<file path="src/rtl/boot_rom_copier.sv">
// boot_rom_copier: shadows LEN words of boot ROM into a memory slave over a req/gnt write port.
// Latency: READ one cycle after the START edge, word k written in cycle 2+k, DONE in cycle LEN+2 (no stalls).
// Backpressure: MEM_GNT low stalls the WRITE state. REQ, ADDR and WDATA hold, and the ROM stays deselected so ROM_Q stays put.
//
// Ports:
//   CLK, RST               clock, synchronous active-high reset
//   START, SRC_BASE,       start request (IDLE only), first ROM word address,
//   DST_BASE, LEN          first destination byte address, word count
//   BUSY, DONE             transfer in flight / one-cycle completion pulse
//   ROM_CSN, ROM_A, ROM_Q  ROM read port (registered address, data valid next cycle)
//   MEM_REQ, MEM_GNT,      write request / accept handshake
//   MEM_WE, MEM_BE,        write strobes (constant while requesting)
//   MEM_ADDR, MEM_WDATA    destination byte address and data
//   CHECKSUM               only with BOOT_COPY_CHECKSUM_EN: mod-2^32 sum of granted write data
//
// Optional feature macro: BOOT_COPY_CHECKSUM_EN (undefined by default; the port and adder are then absent).

module boot_rom_copier #(
  parameter int ROM_ADDR_WIDTH = 10,
  parameter int MEM_ADDR_WIDTH = 32,
  parameter int LEN_WIDTH      = ROM_ADDR_WIDTH + 1
) (
  input  logic                      CLK,
  input  logic                      RST,
  input  logic                      START,
  input  logic [ROM_ADDR_WIDTH-1:0] SRC_BASE,
  input  logic [MEM_ADDR_WIDTH-1:0] DST_BASE,
  input  logic [LEN_WIDTH-1:0]      LEN,
  output logic                      BUSY,
  output logic                      DONE,
  output logic                      ROM_CSN,
  output logic [ROM_ADDR_WIDTH-1:0] ROM_A,
  input  logic [31:0]               ROM_Q,
  output logic                      MEM_REQ,
  input  logic                      MEM_GNT,
  output logic                      MEM_WE,
  output logic [3:0]                MEM_BE,
  output logic [MEM_ADDR_WIDTH-1:0] MEM_ADDR,
`ifdef BOOT_COPY_CHECKSUM_EN
  output logic [31:0]               CHECKSUM,
`endif
  output logic [31:0]               MEM_WDATA
);

  // Word counter must hold 2^ROM_ADDR_WIDTH, the largest transfer the ROM can supply.
  localparam int CNT_W = ROM_ADDR_WIDTH + 1;
  localparam int CMP_W = (LEN_WIDTH > CNT_W) ? LEN_WIDTH : CNT_W;
  localparam logic [CMP_W-1:0] MAX_WORDS = CMP_W'(1) << ROM_ADDR_WIDTH;

  typedef enum logic [1:0] {
    S_IDLE  = 2'd0,
    S_READ  = 2'd1,
    S_WRITE = 2'd2,
    S_FIN   = 2'd3
  } state_t;

  state_t state_q;
  state_t state_d;

  logic [ROM_ADDR_WIDTH-1:0] src_q;
  logic [MEM_ADDR_WIDTH-1:0] dst_q;
  logic [CNT_W-1:0]          cnt_q;
  logic [CNT_W-1:0]          idx_q;

  logic                      start_acc;
  logic                      adv;

  // Clamp the requested length to the ROM size; longer requests would only re-read wrapped words.
  logic [CMP_W-1:0]          len_ext;
  logic [CNT_W-1:0]          len_eff;

  assign len_ext = CMP_W'(LEN);
  assign len_eff = (len_ext > MAX_WORDS) ? CNT_W'(MAX_WORDS) : CNT_W'(len_ext);

  // Address arithmetic. ROM addresses wrap by truncation to ROM_ADDR_WIDTH bits,
  // destination addresses wrap at 2^MEM_ADDR_WIDTH.
  logic [CNT_W-1:0]          idx_nxt;
  logic                      last_word;
  logic [ROM_ADDR_WIDTH-1:0] rd_addr;
  logic [ROM_ADDR_WIDTH-1:0] rd_addr_nxt;
  logic [MEM_ADDR_WIDTH-1:0] wr_addr;

  assign idx_nxt     = idx_q + CNT_W'(1);
  assign last_word   = (idx_nxt == cnt_q);
  assign rd_addr     = src_q + idx_q[ROM_ADDR_WIDTH-1:0];
  assign rd_addr_nxt = src_q + idx_nxt[ROM_ADDR_WIDTH-1:0];
  assign wr_addr     = dst_q + MEM_ADDR_WIDTH'({idx_q, 2'b00});

  // State and datapath registers.
  always_ff @(posedge CLK) begin
    if (RST) begin
      state_q <= S_IDLE;
      src_q   <= '0;
      dst_q   <= '0;
      cnt_q   <= '0;
      idx_q   <= '0;
    end else begin
      state_q <= state_d;
      if (start_acc) begin
        src_q <= SRC_BASE;
        dst_q <= DST_BASE;
        cnt_q <= len_eff;
        idx_q <= '0;
      end else if (adv) begin
        idx_q <= idx_nxt;
      end
    end
  end

  // Next state and outputs. The ROM is only selected in READ, and in WRITE on the
  // cycle a non-final word is granted. That prefetch keeps one word per cycle
  // streaming. It also leaves ROM_Q, and so MEM_WDATA, frozen during a stall.
  always_comb begin
    state_d   = state_q;
    start_acc = 1'b0;
    adv       = 1'b0;
    BUSY      = 1'b0;
    DONE      = 1'b0;
    ROM_CSN   = 1'b1;
    ROM_A     = '0;
    MEM_REQ   = 1'b0;
    MEM_ADDR  = '0;
    MEM_WDATA = '0;

    case (state_q)
      S_IDLE: begin
        if (START) begin
          start_acc = 1'b1;
          state_d   = (len_eff == '0) ? S_FIN : S_READ;
        end
      end

      S_READ: begin
        BUSY    = 1'b1;
        ROM_CSN = 1'b0;
        ROM_A   = rd_addr;
        state_d = S_WRITE;
      end

      S_WRITE: begin
        BUSY      = 1'b1;
        MEM_REQ   = 1'b1;
        MEM_ADDR  = wr_addr;
        MEM_WDATA = ROM_Q;
        if (MEM_GNT) begin
          if (last_word) begin
            state_d = S_FIN;
          end else begin
            ROM_CSN = 1'b0;
            ROM_A   = rd_addr_nxt;
            adv     = 1'b1;
          end
        end
      end

      S_FIN: begin
        DONE    = 1'b1;
        state_d = S_IDLE;
      end

      default: begin
        state_d = S_IDLE;
      end
    endcase
  end

  assign MEM_WE = MEM_REQ;
  assign MEM_BE = 4'hF;

`ifdef BOOT_COPY_CHECKSUM_EN
  // Running sum of accepted writes. It is only cleared by a new START, so it
  // stays valid from DONE onwards.
  logic [31:0] csum_q;

  always_ff @(posedge CLK) begin
    if (RST) begin
      csum_q <= '0;
    end else if (start_acc) begin
      csum_q <= '0;
    end else if (MEM_REQ && MEM_GNT) begin
      csum_q <= csum_q + MEM_WDATA;
    end
  end

  assign CHECKSUM = csum_q;
`endif

endmodule

</file>
<file path="config.mk">
export PLATFORM = sky130hd
export DESIGN_NAME = boot_rom_copier
export DESIGN_NICKNAME = d
export VERILOG_FILES = /design/src/rtl/boot_rom_copier.sv
export SDC_FILE = /design/constraint.sdc
export NUM_CORES = 1
export LEC_CHECK = 0
export CORE_UTILIZATION = 47
export CTS_BUF_LIST = sky130_fd_sc_hd__clkbuf_2
export CTS_CLUSTER_DIAMETER = 50
export DETAILED_ROUTE_END_ITERATION = 10
export MAX_ROUTING_LAYER = met4
export PLACE_DENSITY = 0.92
export SYNTH_ARGS = -nofsm -noshare
export SYNTH_HDL_FRONTEND = slang
export SYNTH_SLANG_ARGS = --single-unit
</file>
<file path="constraint.sdc">
create_clock -name CLK -period 3.7 [get_ports CLK]
set_input_delay 0.74 -clock CLK [delete_from_list [all_inputs] [get_ports CLK]]
set_output_delay 0.74 -clock CLK [all_outputs]
set_load 0.005 [all_outputs]
</file>
==> results.ini <==
[cells_and_area]
final_net_count = 912
diodes = 0
multiInputGateArea_um2 = 3870
layout.cells.non_filler = 920
area_delta_synth_final_pct = 58.6
seq_area_um2 = 1350
n_fill_cell = 631
layout-drive-gt1-share_pct = 26.9
final_cell_mix = clkdlybuf4s50_1, buf_4, dfxtp_1
layout_commonest_cell = clkdlybuf4s50_1

[global_route]
grt_pass1_vias = 5249
grt_pass1_wl_um = 26400
antenna_found_initial = 0
grtUsageTotal_pct = 31.0
top_usage_layer = met2
grt_max_degree = 50
gr-usage-met2_pct = 52.8
overflow = 0
grt_use_met1_pct = 36.2
grtUsageMet3_pct = 6.39

[floorplan]
die_h_um = 104
die_w_um = 104
die-area_um2 = 10800
rows = 36
io_pins = 172
start_util_pct = 49.4
design.core.area_um2 = 9910

[synthesis]
synth_edf_count = 0
mappedNetlistArea_um2 = 4890
ys.flop_type = dfxtp_1
async_flop_share_pct = 0
yosys_warnings = 0
synth.avg_cell_area_um2 = 8.78
synth.distinct_cells = 63
ys_seq_elements = 66
synth-seq-area-share_pct = 27.0
netlist_instances = 557

[setup_path]
cp-start-kind = flip-flop
crit_type = flip-flop to primary output
critical_path.max_fanout = 5
r2r_cells = 11
timing.rr.end = idx_q[5]
crit_arrival_ns = 3.16
rr_startpoint = idx_q[0]
worst_setup_path_end_kind = primary output
worstSetupStartpoint = dst_q[8]
r2r_slack_ns = 0.98
critPathRequiredTime_ns = 2.96

[placement]
place_inst = 861
port-buffer-count = 167
hpwl_um = 11500
gp_congestion = 0.916

[cts]
cts_buffers = 9
clockRootBuffer = clkbuf_2
path_clk_slew_ns = 0.19
h-tree-depth = 3
hold_buffers = 0
cts_num_sinks = 66
clock_path_buffers = 2
cts_tree = built
clock_latency_ns = 0.52

[detailed_routing]
routed_via_density = 6.02
drc = 0
firstDrtPassIters = 5
vias = 5536
ant_nets = 0
wl_per_cell_um = 20.2
drt_iter0_drc = 455
routed_wl_um = 18600

[worst_hold_path]
min_to = dst_q[0]
hold_path_class = flip-flop to flip-flop
whs_path_depth = 1
hold_path.startpoint = dst_q[0]

[power]
irDropWorstVdd_v = 0.000375
clock_power_share_pct = 14.6
swShare_pct = 40.2
switchingPower_uw = 1170
pwr_density_cell_nw_per_um2 = 375
seq_power_share_pct = 33.6
p_int_uw = 1740
p_total_uw = 2910
combPwrFrac_pct = 51.8
cellLeakagePower_uw = 0.00326

[sta]
min_period_ns = 3.90
fin_skew_ns = 0.0192
period_share_pct = 105
fmaxAchievable_ghz = 0.257
drv_slew = 0
rsz0062_at_grt = yes
setup_viol = 6
hold_violations = 0
timing.slew.headroom_pct = 54.8
tightest_slew_ns = 0.672
layout_setup_ws_ns = -0.196

[outcome]
outcome = finished, violations left
violations = setup timing

[job]
cap_viol_max_count = 0

==> critical path, stage by stage (launching register included) <==
cell      delay [ns]
dfxtp_4         0.40
ha_4            0.25
a21o_1          0.18
a21o_1          0.20
a2111o_1        0.46
o211ai_1        0.28
buf_4           0.17
buf_6           0.10
buf_4           0.10
buf_4           0.10
o311ai_1        0.10
o41ai_1         0.10
buf_2           0.19
==> Yosys cell counts, types with 9 or more instances <==
| cell | instances | share of area, % |
|---|---|---|
| a21o_1 | 10 | 1.5 |
| a21oi_1 | 27 | 2.8 |
| a22o_1 | 50 | 9.0 |
| and2_1 | 38 | 4.9 |
| clkbuf_1 | 22 | 1.7 |
| dfxtp_1 | 66 | 27 |
| ha_1 | 36 | 9.2 |
| inv_1 | 11 | 0.84 |
| nand2_1 | 27 | 2.1 |
| nand2b_1 | 9 | 1.2 |
| nand3_1 | 14 | 1.4 |
| nor2_1 | 47 | 3.6 |
| o21ai_0 | 12 | 1.2 |
| o22ai_1 | 9 | 1.2 |
| xnor2_1 | 21 | 3.8 |
| xor2_1 | 34 | 6.1 |
==> final cells by class <==
type	instances	share of cell area, %
multi-input cells	449	49.8
repair buffers	246	28.8
flip-flops and latches	66	17.4
well taps	133	2.14
clock buffers	10	0.645
clock inverters	4	0.580
inverters	12	0.580
==> worst max path at each step <==
| stage | depth (start not counted) | end | slack [ns] |
|---|---|---|---|
| 2_1_floorplan | 11 | ROM_A[9] | 0.46 |
| 3_3_place_gp | 10 | ROM_A[9] | 0.11 |
| 3_5_place_dp | 11 | ROM_A[9] | -0.02 |
| 4_1_cts | 10 | MEM_ADDR[21] | -0.14 |
| 5_1_grt | 13 | MEM_ADDR[25] | -0.31 |
| 6_report | 12 | MEM_ADDR[25] | -0.20 |
==> cell families (layout without fill, tap and decap cells) <==
logic type	after synthesis	count (layout)	share of synthesized area, %
fa+ha+maj	39	39	10.4
xor+xnor	58	58	11.2
flops	66	66	27.0
mux	6	6	1.23
compound gates	157	157	24.7
other cells	1	4	0.0767
buf+inv	45	272	4.48
simple gates	185	185	20.8
==> repair_timing <==
item,4_1_cts,5_1_grt
pin swaps,30,39
setup buffers,19,25
gates cloned,1,1
resized for setup,112,101
endpoints found under the setup margin,35,32
==> power groups by stage <==
stage / Clock, uW / Sequential [uW] / Combinational (uW)
2_1_floorplan: 0 / 934 / 761
6_report: 426 / 978 / 1510
5_1_grt: 458 / 992 / 1600
3_5_place_dp: 0 / 969 / 1350
3_3_place_gp: 0 / 963 / 1310
4_1_cts: 426 / 964 / 1390
==> sequential cells by signal, indices dropped and copies added (netlist names) <==
register / count
cnt_q: 11
dst_q: 32
idx_q: 11
src_q: 10
state_q: 2
==> routing by layer <==
metal  vias to the layer above  wire length (um)
met5                         -                 0
met4                         0               669
met3                        70              1420
met2                       341              9160
met1                      2636              7330
li1                       2489                 -
==> through the flow <==
step                      hold WS [ns]  util (%)  TNS [ns]  setup WS [ns]  instance area, um^2
after global routing             0.532      78.3     -1.77         -0.307                 7760
after floorplan                  0.441         -         0          0.465                 4900
final                            0.496      78.3    -0.338         -0.196                 7760
after global placement           0.455      69.0         0          0.107                 6840
after detailed placement         0.468      69.0   -0.0225        -0.0225                 6840
after CTS                        0.505      74.2    -0.300         -0.139                 7350
Note: power is estimated with default switching activity, not from simulation.
